### src/rtl/next_pc_unit.sv
// -----------------------------------------------------------------------------
// next_pc_unit
//   Next-PC generator for the MIPS core. Owns the fetch PC register, resolves
//   beq/bne/j/jal/jr redirects from the resolve stage, keeps a circular
//   return-address stack (RAS) used to check jr targets, and counts taken
//   redirects and RAS misses with saturating counters. PC is a word address.
//
// Ports
//   clk_i              rising-edge clock
//   rst_n_i            synchronous active-low reset
//   stall_i            hold pc when there is no redirect
//   rs_valid_i         resolve-stage instruction valid
//   rs_pc_i            PC of the resolving instruction
//   branch_i           00 none, 01 beq, 10 bne, 11 none
//   jump_i             00 none, 01 jr, 10 jal, 11 j
//   equal_i            rs==rt compare result
//   in_branch_i        sign-extended branch offset (words)
//   in_j_i             jump immediate
//   in_jr_i            register target for jr
//   pc_o               current fetch PC (registered)
//   redirect_o         taken branch/jump this cycle (combinational flush strobe)
//   redirect_target_o  redirect target, zero when no redirect
//   ras_hit_o          jr valid, RAS non-empty and top == in_jr_i
//   ras_count_o        number of valid RAS entries
//   redirect_cnt_o     taken redirects since reset (saturating)
//   ras_miss_cnt_o     jr instructions that missed the RAS (saturating)
// -----------------------------------------------------------------------------
module next_pc_unit #(
   parameter int unsigned      PC_W      = 32,
   parameter int unsigned      J_W       = 26,
   parameter logic [PC_W-1:0]  RESET_PC  = {PC_W{1'b0}},
   parameter int unsigned      RAS_DEPTH = 4,
   parameter int unsigned      CNT_W     = 16
) (
   input  logic                         clk_i,
   input  logic                         rst_n_i,
   input  logic                         stall_i,
   input  logic                         rs_valid_i,
   input  logic [PC_W-1:0]              rs_pc_i,
   input  logic [1:0]                   branch_i,
   input  logic [1:0]                   jump_i,
   input  logic                         equal_i,
   input  logic [PC_W-1:0]              in_branch_i,
   input  logic [J_W-1:0]               in_j_i,
   input  logic [PC_W-1:0]              in_jr_i,
   output logic [PC_W-1:0]              pc_o,
   output logic                         redirect_o,
   output logic [PC_W-1:0]              redirect_target_o,
   output logic                         ras_hit_o,
   output logic [$clog2(RAS_DEPTH):0]   ras_count_o,
   output logic [CNT_W-1:0]             redirect_cnt_o,
   output logic [CNT_W-1:0]             ras_miss_cnt_o
);

   localparam int unsigned PTR_W = $clog2(RAS_DEPTH);
   localparam int unsigned RCW   = PTR_W + 1;
   localparam logic [RCW-1:0]  RAS_FULL = RCW'(RAS_DEPTH);
   localparam logic [PC_W-1:0] PC_ONE   = PC_W'(1'b1);

   // Counter increment that sticks at all-ones instead of wrapping.
   function automatic logic [CNT_W-1:0] sat_inc(input logic [CNT_W-1:0] v);
      if (v == {CNT_W{1'b1}}) begin
         return v;
      end else begin
         return v + CNT_W'(1'b1);
      end
   endfunction

   logic [PC_W-1:0]  pc_q, pc_d;
   logic [PTR_W-1:0] sp_q, sp_d;
   logic [RCW-1:0]   cnt_q, cnt_d;
   logic [CNT_W-1:0] rdr_cnt_q, rdr_cnt_d;
   logic [CNT_W-1:0] miss_cnt_q, miss_cnt_d;
   logic [PC_W-1:0]  ras_mem_q [RAS_DEPTH];

   logic             redirect_s;
   logic [PC_W-1:0]  target_s;
   logic             is_jr_s;
   logic             is_jal_s;
   logic             br_taken_s;
   logic [PC_W-1:0]  jtarget_s;
   logic [PTR_W-1:0] top_idx_s;
   logic             ras_hit_s;

   assign br_taken_s = ((branch_i == 2'b01) && equal_i) || ((branch_i == 2'b10) && !equal_i);
   assign jtarget_s  = {rs_pc_i[PC_W-1:J_W], in_j_i};
   // sp_q points at the next free slot, so the top entry is one below it.
   assign top_idx_s  = sp_q - PTR_W'(1'b1);

   // Decode the resolving instruction into a redirect and RAS push/pop strobes.
   always_comb begin
      redirect_s = 1'b0;
      target_s   = {PC_W{1'b0}};
      is_jr_s    = 1'b0;
      is_jal_s   = 1'b0;
      if (rs_valid_i) begin
         case (jump_i)
            2'b01: begin
               redirect_s = 1'b1;
               target_s   = in_jr_i;
               is_jr_s    = 1'b1;
            end
            2'b10: begin
               redirect_s = 1'b1;
               target_s   = jtarget_s;
               is_jal_s   = 1'b1;
            end
            2'b11: begin
               redirect_s = 1'b1;
               target_s   = jtarget_s;
            end
            default: begin
               if (br_taken_s) begin
                  redirect_s = 1'b1;
                  target_s   = rs_pc_i + in_branch_i + PC_ONE;
               end else begin
                  redirect_s = 1'b0;
                  target_s   = {PC_W{1'b0}};
               end
            end
         endcase
      end else begin
         redirect_s = 1'b0;
         target_s   = {PC_W{1'b0}};
      end
   end

   // The top is compared before this cycle's pop takes effect.
   assign ras_hit_s = is_jr_s && (cnt_q != {RCW{1'b0}}) && (ras_mem_q[top_idx_s] == in_jr_i);

   // Next-state for pc, RAS pointer/count and the performance counters.
   always_comb begin
      pc_d       = pc_q;
      sp_d       = sp_q;
      cnt_d      = cnt_q;
      rdr_cnt_d  = rdr_cnt_q;
      miss_cnt_d = miss_cnt_q;

      if (redirect_s) begin
         pc_d      = target_s;
         rdr_cnt_d = sat_inc(rdr_cnt_q);
      end else if (stall_i) begin
         pc_d = pc_q;
      end else begin
         pc_d = pc_q + PC_ONE;
      end

      // A full push wraps onto the oldest slot; the count stays at depth.
      if (is_jal_s) begin
         sp_d = sp_q + PTR_W'(1'b1);
         if (cnt_q == RAS_FULL) begin
            cnt_d = cnt_q;
         end else begin
            cnt_d = cnt_q + RCW'(1'b1);
         end
      end else if (is_jr_s) begin
         if (cnt_q != {RCW{1'b0}}) begin
            sp_d  = top_idx_s;
            cnt_d = cnt_q - RCW'(1'b1);
         end else begin
            sp_d  = sp_q;
            cnt_d = cnt_q;
         end
      end else begin
         sp_d  = sp_q;
         cnt_d = cnt_q;
      end

      if (is_jr_s && !ras_hit_s) begin
         miss_cnt_d = sat_inc(miss_cnt_q);
      end else begin
         miss_cnt_d = miss_cnt_q;
      end
   end

   // State registers with synchronous active-low reset.
   always_ff @(posedge clk_i) begin
      if (!rst_n_i) begin
         pc_q       <= RESET_PC;
         sp_q       <= {PTR_W{1'b0}};
         cnt_q      <= {RCW{1'b0}};
         rdr_cnt_q  <= {CNT_W{1'b0}};
         miss_cnt_q <= {CNT_W{1'b0}};
      end else begin
         pc_q       <= pc_d;
         sp_q       <= sp_d;
         cnt_q      <= cnt_d;
         rdr_cnt_q  <= rdr_cnt_d;
         miss_cnt_q <= miss_cnt_d;
      end
   end

   // RAS storage; entries are never cleared because the count gates their use.
   always_ff @(posedge clk_i) begin
      if (rst_n_i && is_jal_s) begin
         ras_mem_q[sp_q] <= rs_pc_i + PC_ONE;
      end
   end

   assign pc_o              = pc_q;
   assign redirect_o        = redirect_s;
   assign redirect_target_o = target_s;
   assign ras_hit_o         = ras_hit_s;
   assign ras_count_o       = cnt_q;
   assign redirect_cnt_o    = rdr_cnt_q;
   assign ras_miss_cnt_o    = miss_cnt_q;

endmodule
### config.mk
export PLATFORM = sky130hd
export DESIGN_NAME = next_pc_unit
export DESIGN_NICKNAME = d
export VERILOG_FILES = /design/src/rtl/next_pc_unit.sv
export SDC_FILE = /design/constraint.sdc
export NUM_CORES = 1
export LEC_CHECK = 0
export BUFFER_PORTS_ARGS = -buffer_cell sky130_fd_sc_hd__buf_2
export CORE_ASPECT_RATIO = 0.75
export CORE_UTILIZATION = 44
export DETAILED_ROUTE_END_ITERATION = 16
export HOLD_SLACK_MARGIN = 0.06
export PLACE_DENSITY = 0.66
export SYNTH_ARGS = -nofsm -noshare
export SYNTH_HDL_FRONTEND = slang
export SYNTH_SLANG_ARGS = --single-unit
export TNS_END_PERCENT = 1
### constraint.sdc
create_clock -name clk_i -period 7.6 [get_ports clk_i]
set_input_delay 0.76 -clock clk_i [delete_from_list [all_inputs] [get_ports clk_i]]
set_output_delay 0.76 -clock clk_i [all_outputs]
set_load 0.01 [all_outputs]
==> metrics.md <==
| Metric | Value |
|---|---|
| FF-to-FF Start | `sp_q[1]` |
| Avg WL per Cell | `roughly 21 µm` |
| Syn Std Cell Area | `about 12,000 µm²` |
| Min-Delay Path Class | `flop to flop` |
| Area grow syn2layout | `17.5%` |
| Reg-to-reg endpoint | `ras_miss_cnt_o[13]` |
| Hold Path End | `pc_o[31]` |
| Number of setup buffers added after CTS | `0` |
| Final core occ | `0.535` |
| Post-layout min period | `just under 5 ns` |
| RSZ-0062 raised after global routing | `no` |
| Outcome | `completed` |
| Required time of the critical path | `around 6.8 ns` |
| Gr ovfl total | `0` |
| Rel. slew slack | `0.385` |
| Final Routed Wirelength | `36.4 mm` |
| Placed Cells incl. Taps | `~1,700` |
| First-pass GRT wire length | `54.7 mm` |
| Unique masters post-synth | `72` |
| Synthesis Warnings | `0` |
| Vias/cell | `approximately 6` |
| Residual DRC | `0` |
| Total vias in the final route | `10,100` |
| Vias in the first global route | `a little over 9,000` |
| Mapped Cells | `between 1,000 and 1,500` |
| Critical Path Source Type | `flop` |
| Syn avg cell area | `just over 10 µm²` |
| Top FF cell, synth | `edfxtp_1` |
| Synth top area share | `0.333` |
| Initial antenna violation count | `1` |
| Setup TNS | `0 ns` |
| Synth area leaders | `edfxtp_1 (33%), dfxtp_1 (12%), xnor2_1 (5.9%), mux4_2 (5.9%), ha_1 (4.3%)` |
| Critical Path AT | `approximately 4.2 ns` |
| Final Hold Vio Count | `0` |
| CTS Root Buffer Type | `clkbuf_16` |
| Share of cells above drive strength 1 | `0.228` |
| Register-to-Register Path Depth | `12` |
| Clock Path Buffers | `2` |
| CTS tree | `done` |
| Clock sinks | `197` |
| I/O pin count | `between 200 and 250` |
| LEAKAGE | `0.00531 µW` |
| Number of flops mapped to enable cells by yosys | `between 100 and 150` |
| Worst Setup End Kind | `primary output` |
| Die area | `around 27,000 µm²` |
| Clock Skews | `between 0.008 and 0.009 ns` |
| CTS Hold Bufs | `0` |
| Die Span Y | `142 µm` |
| Sequential fraction of the synthesis area | `0.453` |
| CTS Buf Count | `17` |
| Final period utilization | `0.650` |
| NumNets Final | `between 1,500 and 2,000` |
| Worst hold slack | `~0.47 ns` |
| Max Cap Violations | `0` |
| Post-synth ARST share | `0` |
| Cells on Worst Hold Path | `2` |
| Worst VDD drop | `161 µV` |
| Starting density of the core | `0.456` |
| Drt pass-1 iters | `7` |
| Final std cells w/o fill | `about 1,700` |
| Critical-path top delay cell | `ha_1` |
| Post-CTS sizing | `0` |
| Final max-slew violation count | `0` |
| ANT nets after route | `0` |
| Detailed Route Iter0 Violations | `slightly above 900` |
| Core area | `25,300 µm²` |
| Chip width | `around 190 µm` |
| Crit path cell chain | `inv_1 > ha_1 > buf_4 > mux4_2 > xnor2_1 > nand4_1 > or4_1 > nor4_4 > buf_2` |
| Total GRT Usage | `0.273` |
| PD cells | `around 190 nW/µm²` |
| Synth area leader | `edfxtp_1` |
| Worst slew pin tran | `approximately 0.92 ns` |
| Max frequency | `202 MHz` |
| Largest net degree at the start of global routing | `45` |
| PortBufs | `between 200 and 250` |
| HP Start | `pc_o[31]` |
| Crit path max fanout | `19` |
| Reg clk slew, reported paths | `0.07 ns` |
| R2R Setup Slk | `around 3.3 ns` |
| Post-synthesis register bit count | `slightly below 200` |
| GP Congestion | `about 0.90` |
| Largest stage delay on the critical path | `approximately 0.9 ns` |
| Post-Syn Nets | `1,308` |
| Kind of critical path | `flop to primary output` |
| Final setup fails | `0` |
| Clk Latency, worst-skew pair | `roughly 0.45 ns` |
| Fillers | `between 2,000 and 2,500` |
| DP Wirelength | `between 20 and 30 mm` |
| H-Tree Depth | `4` |
| Row cnt | `50` |
-- synthesized netlist by cell type (30+ instances only) --
cell type and count:
a21oi_1 79, nor2_1 121, clkbuf_1 35, nand3_1 47
nand2_1 87, edfxtp_1 128, xor2_1 48, mux4_2 30
dfxtp_1 69, o21ai_0 39, ha_1 40, xnor2_1 78
-- worst max path at each step --
stage	depth (start not counted)	end	start	slack (ns)
after detailed placement	15	redirect_target_o[30]	rs_pc_i[0]	2.88
after floorplan	10	ras_hit_o	sp_q[0]	3.70
after CTS	9	ras_hit_o	sp_q[1]	2.67
after global placement	15	redirect_target_o[30]	rs_pc_i[0]	2.86
final	9	ras_hit_o	sp_q[1]	2.66
after global routing	9	ras_hit_o	sp_q[1]	2.53
-- cells by family after synthesis --
logic type                 count (synthesis)  synth area share
and+or+nand+nor                          382             0.159
muxes                                     41            0.0682
xor gates and xnor gates                 126            0.0956
adders and majority gates                 42            0.0468
buffers and inverters                     70            0.0242
AOI/OAI and AO/OA                        277             0.153
DFF                                      197             0.453
-- critical path: cells and delay by family, from the launching register on --
kind	cells	cell delay (ns)
xor+xnor	1	0.27
flops	1	0.38
buf+inv	3	0.72
simple gates	3	1.09
mux	1	0.39
fa+ha+maj	1	0.89
-- power breakdown --
group	total, µW	switching [µW]	internal [µW]	leakage (µW)
combinational	511	310	202	0.00333
sequential	1180	20.2	1160	0.00171
clock	872	419	454	0.000268
-- cells in the final DEF, fill, tap and decap left out, drive strengths merged, types with 47 or more instances in the layout --
| cell type | count |
|---|---|
| a21oi | 79 |
| buf | 240 |
| dfxtp | 69 |
| edfxtp | 128 |
| nand2 | 87 |
| nand3 | 47 |
| nor2 | 122 |
| o21ai | 68 |
| xnor2 | 78 |
| xor2 | 48 |
-- layout make-up --
class,instances,area (µm²),share of cell area
multi-input cells,868,6040,0.445
flip-flops and latches,197,5230,0.385
repair buffers,240,1220,0.0902
clock buffers,17,425,0.0314
well taps,338,423,0.0312
clock inverters,13,128,0.00941
inverters,25,93.8,0.00692
diodes,1,2.50,0.000185
-- per-stage QoR --
stage          area [µm²]  worst slack [ns]  power [µW]
6_report            13600              2.66        2560
5_1_grt             13600              2.53        2660
4_1_cts             13600              2.67        2560
3_5_place_dp        13000              2.88        1710
3_3_place_gp        13000              2.86        1700
2_1_floorplan       11500              3.70        1520
-- sequential cells by signal, indices dropped and copies added, names as in the netlist --
name / cells
ras_count_o: 3
ras_miss_cnt_o: 16
sp_q: 2
pc_o: 32
redirect_cnt_o: 16
ras_mem_q: 128
-- per-layer routing --
layer / global-route usage / part of all wire / vias to the layer above
met1: 0.397 / 0.44 / 4888
li1: - / - / 4679
met2: 0.394 / 0.43 / 519
met5: 0 / 0 / -
met3: 0.0708 / 0.10 / 61
met4: 0.0862 / 0.027 / 0
Note: power is estimated with default switching activity, not from simulation.
